<file path="src/rtl/stochastic_to_binary.sv">
// Stochastic-to-binary converter: counts ones over a window of 2^WIDTH_BN accepted
// stream bits and reports a saturated WIDTH_BN-bit value with a one-cycle valid pulse.
module stochastic_to_binary #(
    parameter int WIDTH_BN = 4
) (
    input  logic                i_clk_s2b,
    input  logic                i_rst_s2b,
    input  logic                i_start_s2b,
    input  logic                i_stop_s2b,
    input  logic                i_sn_valid_s2b,
    input  logic                i_sn_bit_s2b,
    output logic [WIDTH_BN-1:0] o_bn_s2b,
    output logic                o_valid_s2b,
    output logic [WIDTH_BN:0]   o_len_s2b,
    output logic                o_partial_s2b,
    output logic                o_sat_s2b,
    output logic                o_busy_s2b
);

    typedef enum logic [1:0] {
        S_IDLE = 2'd0,
        S_ACC  = 2'd1,
        S_DONE = 2'd2
    } state_e;

    localparam logic [WIDTH_BN:0]   FULL_LEN = {1'b1, {WIDTH_BN{1'b0}}};
    localparam logic [WIDTH_BN-1:0] MAX_BN   = {WIDTH_BN{1'b1}};

    state_e              state_q, state_d;
    logic [WIDTH_BN:0]   bit_cnt_q, bit_cnt_d;
    logic [WIDTH_BN:0]   ones_cnt_q, ones_cnt_d;
    logic [WIDTH_BN-1:0] bn_q, bn_d;
    logic [WIDTH_BN:0]   len_q, len_d;
    logic                valid_q, valid_d;
    logic                partial_q, partial_d;
    logic                sat_q, sat_d;

    logic [WIDTH_BN:0]   bit_inc;
    logic [WIDTH_BN:0]   ones_inc;
    logic                win_full;
    logic                acc_exit;

    assign bit_inc  = bit_cnt_q + {{WIDTH_BN{1'b0}}, 1'b1};
    assign ones_inc = ones_cnt_q + {{WIDTH_BN{1'b0}}, i_sn_bit_s2b};
    assign win_full = i_sn_valid_s2b && (bit_inc == FULL_LEN);
    // A stop in the same cycle as the window-completing bit still reports a full window.
    assign acc_exit = (state_q == S_ACC) && (win_full || i_stop_s2b);

    // NOTE: state is updated with non-blocking assignments so every register samples
    // the pre-edge values of its neighbours, independent of statement order.
    always_ff @(posedge i_clk_s2b) begin
        if (i_rst_s2b) begin
            state_q    <= S_IDLE;
            bit_cnt_q  <= '0;
            ones_cnt_q <= '0;
            bn_q       <= '0;
            len_q      <= '0;
            valid_q    <= 1'b0;
            partial_q  <= 1'b0;
            sat_q      <= 1'b0;
        end else begin
            state_q    <= state_d;
            bit_cnt_q  <= bit_cnt_d;
            ones_cnt_q <= ones_cnt_d;
            bn_q       <= bn_d;
            len_q      <= len_d;
            valid_q    <= valid_d;
            partial_q  <= partial_d;
            sat_q      <= sat_d;
        end
    end

    // NOTE: every signal gets a default at the top of the block, so no path through
    // the case statement can leave it unassigned and infer a latch.
    always_comb begin
        state_d    = state_q;
        bit_cnt_d  = bit_cnt_q;
        ones_cnt_d = ones_cnt_q;
        unique case (state_q)
            S_IDLE: begin
                if (i_start_s2b) begin
                    state_d    = S_ACC;
                    bit_cnt_d  = '0;
                    ones_cnt_d = '0;
                end
            end
            S_ACC: begin
                if (i_sn_valid_s2b) begin
                    bit_cnt_d  = bit_inc;
                    ones_cnt_d = ones_inc;
                end
                if (win_full || i_stop_s2b) begin
                    state_d = S_DONE;
                end
            end
            S_DONE: begin
                if (i_start_s2b) begin
                    state_d    = S_ACC;
                    bit_cnt_d  = '0;
                    ones_cnt_d = '0;
                end else begin
                    state_d = S_IDLE;
                end
            end
            default: state_d = S_IDLE;
        endcase
    end

    // Results are captured from the next-state counters on the edge that leaves ACC.
    always_comb begin
        valid_d   = acc_exit;
        bn_d      = bn_q;
        len_d     = len_q;
        partial_d = partial_q;
        sat_d     = sat_q;
        if (acc_exit) begin
            sat_d     = (ones_cnt_d == FULL_LEN);
            bn_d      = (ones_cnt_d == FULL_LEN) ? MAX_BN : ones_cnt_d[WIDTH_BN-1:0];
            len_d     = bit_cnt_d;
            partial_d = !win_full;
        end
    end

    assign o_busy_s2b    = (state_q == S_ACC);
    assign o_bn_s2b      = bn_q;
    assign o_len_s2b     = len_q;
    assign o_valid_s2b   = valid_q;
    assign o_partial_s2b = partial_q;
    assign o_sat_s2b     = sat_q;

endmodule

</file>
<file path="config.mk">
export PLATFORM = sky130hd
export DESIGN_NAME = stochastic_to_binary
export DESIGN_NICKNAME = d
export VERILOG_FILES = /design/src/rtl/stochastic_to_binary.sv
export SDC_FILE = /design/constraint.sdc
export NUM_CORES = 1
export LEC_CHECK = 0
export ABC_CLOCK_PERIOD_IN_PS = 4010
export CAP_MARGIN = 20
export CELL_PAD_IN_SITES_DETAIL_PLACEMENT = 1
export CELL_PAD_IN_SITES_GLOBAL_PLACEMENT = 1
export CORE_MARGIN = 3
export CORE_UTILIZATION = 43
export CTS_CLUSTER_SIZE = 40
export DETAILED_ROUTE_END_ITERATION = 6
export GPL_TIMING_DRIVEN = 1
export HOLD_SLACK_MARGIN = 0.1
export PLACE_DENSITY = 0.93
export SLEW_MARGIN = 0
export SYNTH_ARGS = -nofsm -noshare
export SYNTH_HDL_FRONTEND = slang
export SYNTH_SLANG_ARGS = --single-unit
export TNS_END_PERCENT = 50
</file>
<file path="constraint.sdc">
create_clock -name i_clk_s2b -period 4.01 [get_ports i_clk_s2b]
set_clock_uncertainty 0.15 [all_clocks]
set_input_delay 1.0025 -clock i_clk_s2b [delete_from_list [all_inputs] [get_ports i_clk_s2b]]
set_output_delay 1.0025 -clock i_clk_s2b [all_outputs]
set_load 0.03 [all_outputs]
</file>
==> results of run 1 <==
[final cells by class]
type | count | area share
Inverter | 2 | 0.00508
Sequential cell | 24 | 0.325
Clock buffer | 4 | 0.0246
Timing Repair Buffer | 18 | 0.122
Tap cell | 31 | 0.0262
Multi-Input combinational cell | 104 | 0.497
[final timing paths]
kind | start | end | slack, ps | cells after the start
max reg2reg | bit_cnt_q[0] | o_bn_s2b[0] | 1540 | 6
min reg2reg | o_sat_s2b | o_sat_s2b | 340 | 2
min | o_sat_s2b | o_sat_s2b | 340 | 2
max | state_q[0] | o_busy_s2b | 750 | 3
[worst max-delay path: stages, from the launching register on]
cell	delay, ps
dfxtp_1	560
nand2b_1	190
inv_1	300
clkdlybuf4s50_1	740
[power groups by stage]
| stage | logic (mW) | clock network (mW) | registers [mW] |
|---|---|---|---|
| global route | 0.0627 | 0.141 | 0.251 |
| detailed placement | 0.0570 | 0 | 0.255 |
| global placement | 0.0551 | 0 | 0.254 |
| finish | 0.0573 | 0.129 | 0.250 |
| floorplan | 0.0341 | 0 | 0.260 |
| CTS | 0.0576 | 0.132 | 0.250 |
[synthesized netlist by cell type (2+ instances only)]
master	count	area, µm²
a211oi_1	2	15.0
a21o_1	4	30.0
a21oi_1	8	40.0
a22oi_2	2	25.0
a311oi_1	4	35.0
and2_1	2	12.5
buf_4	2	15.0
clkbuf_1	2	7.51
dfxtp_1	24	480
ha_1	4	50.1
inv_1	2	7.51
mux2i_1	2	20.0
nand2_1	7	26.3
nand3_1	5	25.0
nand3b_1	2	15.0
nand4_1	2	12.5
nand4b_1	3	26.3
nor2_1	16	60.1
nor2b_1	3	18.8
nor3_1	4	20.0
nor3_2	3	30.0
nor3b_1	4	30.0
o21a_1	2	15.0
o21ai_0	3	15.0
xnor2_1	2	17.5
[logic make-up after synthesis]
logic type                 share of synthesized area
muxes                                         0.0244
xor gates and xnor gates                      0.0137
DFF                                            0.375
and+or+nand+nor                                0.288
buffers and inverters                         0.0518
AOI/OAI and AO/OA                              0.208
adders and majority gates                     0.0391
[stage by stage]
stage	hold WS [ps]	cells	cell area (µm²)	utilization
CTS	337	183	1480	0.527
global route	363	183	1480	0.527
global placement	306	179	1440	0.514
floorplan	328	137	1280	-
finish	336	183	1480	0.527
detailed placement	317	179	1440	0.514
[state kept, by name (all words and copies together), names as in the netlist]
register and flops:
o_partial_s2b 1, state_q 2, o_sat_s2b 1, o_valid_s2b 1, o_len_s2b 5, o_bn_s2b 4, ones_cnt_q 5, bit_cnt_q 5
[layer usage]
metal | up-vias | global-route usage
met5 | - | 0
met4 | 0 | 0.0774
met3 | 10 | 0.0383
met2 | 22 | 0.316
met1 | 530 | 0.255
li1 | 538 | -
==> run_results.csv, run 1 <==
group,metric,value,unit
route,avgRoutedWirePerCell,17.5,µm
pwr,leakagePower,0.537,nW
pwr,p_switching,115,µW
cells_and_area,area_delta_synth_final,15.3,%
sta,slew_headroom,0.347,
clock_network,hold_buffers,0,
route,first_iter_violations,37,
synthesis,synth_warnings,0,
clock_network,clkSinkCount,24,
sta,hold_viol,0,
pwr,pwr-share-clk,0.296,
cells_and_area,area.sequential,480,µm²
pwr,ir_drop,0.239,mV
clock_network,clk_pin_slew,130,ps
floorplanning,die_h,60.6,µm
cells_and_area,final_cell_mix,"24 x dfxtp_1, 18 x clkdlybuf4s50_1, 16 x nor2_1",
grt,grt-ovfl-total,0,
worst_setup_path,crit_arrival,2110,ps
clock_network,cts_root_buffer,"clkbuf_4",
floorplanning,die_w,60.6,µm
route,vias_per_cell,6.01,
place,dp_slack,608,ps
clock_network,cts_buffer_depth,2,
worst_setup_path,crit_path_end_kind,"output pin",
sta,drv_slew,0,
grt,antenna_found_initial,0,
sta,fin_crit,3260,ps
route,ant_nets,0,
sta,final-setup-viol-count,0,
worst_setup_path,cp-start-kind,"register",
pwr,power.density,295,nW/µm²
synthesis,netlist_area,1280,µm²
min_path,hold_class,"reg -> reg",
synthesis,synth_edf_count,0,
sta,tns,0,ps
grt,grt_pass1_wl,5360,µm
route,via_count,1100,
pwr,p_total,436,µW
clock_network,cts.htree.levels,1,
route,drc_errors,0,
cells_and_area,nets,163,
route,wl_met3,119,µm
pwr,power_frac_seq,0.572,
floorplanning,rows,19,
job,maxCapViolCount,0,
synthesis,yosysSeqAreaShare,0.375,
cells_and_area,multiInputGateArea,734,µm²
sta,fin_ws,751,ps
grt,gr-usage-all-layers,0.195,
grt,grt_pass1_vias,1157,
pwr,combinationalPowerShare,0.131,
clock_network,cts_tree,"done",
cells_and_area,nFillCells,335,
synthesis,synthArstFlopShare,0,
pwr,switching_share,0.265,
synthesis,synth_cell_type_count,48,
clock_network,cts.repair.resized,0,
sta,tightest_slew,977,ps
route,drtPass1Iterations,4,
place,routabilityCongestion,0.855,
sta,period_share,0.813,
route,routed_wl,3200,µm
clock_network,numCtsBuffers,3,
status,status,"finished, final reports clean",
route,m1WireLength,1500,µm
sta,fmaxAchievable,307,MHz
route,route.met2.wl,1510,µm
cells_and_area,insertedDiodeCount,0,
place,dpl.hpwl,2260,µm
synthesis,synth_area_per_cell,9.35,µm²
floorplanning,ios,19,
floorplanning,core,2810,µm²
sta,grt_setup_unrepaired,"no",
place,portBuffers,18,
grt,grt_max_degree,25,
floorplanning,initial_core_util,0.457,
worst_setup_path,path_class,"reg -> out",
floorplanning,dieArea,3670,µm²
synthesis,synth_seq_cells,24,
synthesis,syn_nets,147,
synthesis,syn_inst,137,
worst_setup_path,cp.required,2860,ps
cells_and_area,drive_above_1_share,0.105,
route,highest-signal-layer,"met4",
pwr,cell_internal_pwr,321,µW
cells_and_area,final_common_cell,"dfxtp_1",
worst_setup_path,crit_fanout,11,
synthesis,synth_ff_type,"dfxtp_1",
clock_network,cts_setup_buffers,0,
clock_network,clk_latency,320,ps
(Power assumes the default switching activity.)
==> run 2: changes to the inputs <==
Settings changed: ABC_CLOCK_PERIOD_IN_PS 4010 to 3100, CORE_UTILIZATION 43 to 40, PLACE_DENSITY 0.93 to 0.88.
Clock period 4.01 ns to 3.1 ns, I/O delays scaled along.
==> run 2 against run 1 <==
  * Via count is 1.0% lower
  * Combinational power is 36% higher
  * Largest power group unchanged
  * Critical endpoint unchanged
  * Worst hold slack better by 14 ps
==> run_results.csv, run 2 (same netlist as run 1, synthesis figures left out) <==
group,metric,value,unit
clock_network,cts_setup_buffers,0,
pwr,ir_drop,0.278,mV
worst_setup_path,crit_path_end_kind,"output pin",
grt,grt_pass1_wl,5580,µm
floorplanning,initial_core_util,0.442,
worst_setup_path,cp.required,2170,ps
cells_and_area,insertedDiodeCount,0,
pwr,p_total,573,µW
floorplanning,core,2900,µm²
route,drtPass1Iterations,4,
clock_network,cts_buffer_depth,2,
route,via_count,1089,
cells_and_area,final_common_cell,"dfxtp_1",
pwr,power.density,377,nW/µm²
clock_network,cts.repair.resized,0,
clock_network,hold_buffers,0,
worst_setup_path,crit_fanout,10,
cells_and_area,nFillCells,360,
place,routabilityCongestion,0.855,
grt,grt_pass1_vias,1191,
floorplanning,die_h,62.6,µm
pwr,leakagePower,0.557,nW
clock_network,cts_root_buffer,"clkbuf_4",
worst_setup_path,path_class,"reg -> out",
cells_and_area,area_delta_synth_final,18.8,%
grt,antenna_found_initial,0,
clock_network,clk_latency,320,ps
route,ant_nets,0,
floorplanning,die_w,62.6,µm
cells_and_area,nets,167,
floorplanning,dieArea,3920,µm²
sta,fmaxAchievable,356,MHz
sta,tightest_slew,629,ps
floorplanning,ios,19,
route,vias_per_cell,5.50,
job,maxCapViolCount,0,
clock_network,cts.htree.levels,1,
sta,tns,0,ps
sta,period_share,0.905,
clock_network,cts_tree,"done",
grt,grt-ovfl-total,0,
route,first_iter_violations,38,
grt,gr-usage-all-layers,0.169,
worst_setup_path,crit_arrival,1880,ps
min_path,hold_class,"reg -> reg",
worst_setup_path,cp-start-kind,"register",
sta,hold_viol,0,
place,dpl.hpwl,2340,µm
sta,fin_crit,2810,ps
cells_and_area,drive_above_1_share,0.128,
route,routed_wl,3080,µm
clock_network,numCtsBuffers,3,
sta,grt_setup_unrepaired,"no",
sta,slew_headroom,0.580,
grt,grt_max_degree,18,
sta,final-setup-viol-count,0,
route,avgRoutedWirePerCell,15.6,µm
cells_and_area,final_cell_mix,"24 x dfxtp_1, 18 x clkdlybuf4s50_1, 16 x nor2_1",
clock_network,clkSinkCount,24,
place,portBuffers,18,
clock_network,clk_pin_slew,140,ps
route,drc_errors,0,
status,status,"finished, final reports clean",
floorplanning,rows,19,
sta,drv_slew,0,
[run 2: changes by cell type in the layout (fill, tap and decap cells not counted), sizes merged]
cell | previous run | this run
buf | 0 | 4
[run 2: path summary, 6_finish.rpt]
kind	start	endpoint	slack, ps	depth (start not counted)
worst max-delay path	state_q[0]	o_busy_s2b	290	3
worst min register to register	o_sat_s2b	o_sat_s2b	350	2
worst max register to register	bit_cnt_q[0]	o_bn_s2b[1]	880	6
worst min-delay path	o_sat_s2b	o_sat_s2b	350	2
[run 2: final cells by class]
| cell class | instances | area (µm²) | share of cell area |
|---|---|---|---|
| well taps | 42 | 52.6 | 0.0345 |
| repair buffers | 22 | 210 | 0.138 |
| multi-input cells | 104 | 734 | 0.483 |
| flip-flops and latches | 24 | 480 | 0.316 |
| inverters | 2 | 7.51 | 0.00493 |
| clock buffers | 4 | 36.3 | 0.0238 |
[run 2: per-stage QoR]
step                instance area, µm²  instances  hold slack, ps  utilization  setup slack (ps)
floorplan                         1280        137             328            -               776
global placement                  1490        194             311        0.512               166
detailed placement                1490        194             330        0.512               107
CTS                               1520        198             351        0.525               291
global route                      1520        198             374        0.525               173
finish                            1520        198             350        0.525               293
[run 2: worst max-delay path, stage by stage (launching register included)]
cell             delay, ps
dfxtp_1                560
nand2b_1               210
inv_1                  120
clkdlybuf4s50_1        670
[run 2: where the power goes]
part	internal (mW)	total, mW	switching (mW)
Combinational	0.0314	0.0778	0.0464
Sequential	0.316	0.323	0.00741
Clock	0.0719	0.172	0.100
Total	0.419	0.573	0.154
[run 2: routing by layer]
metal,up-vias,GRT usage,part of all wire
li1,542,-,-
met1,529,0.219,0.47
met2,16,0.298,0.50
met3,2,0.0216,0.023
met4,0,0.0331,0.0062
met5,-,0,0
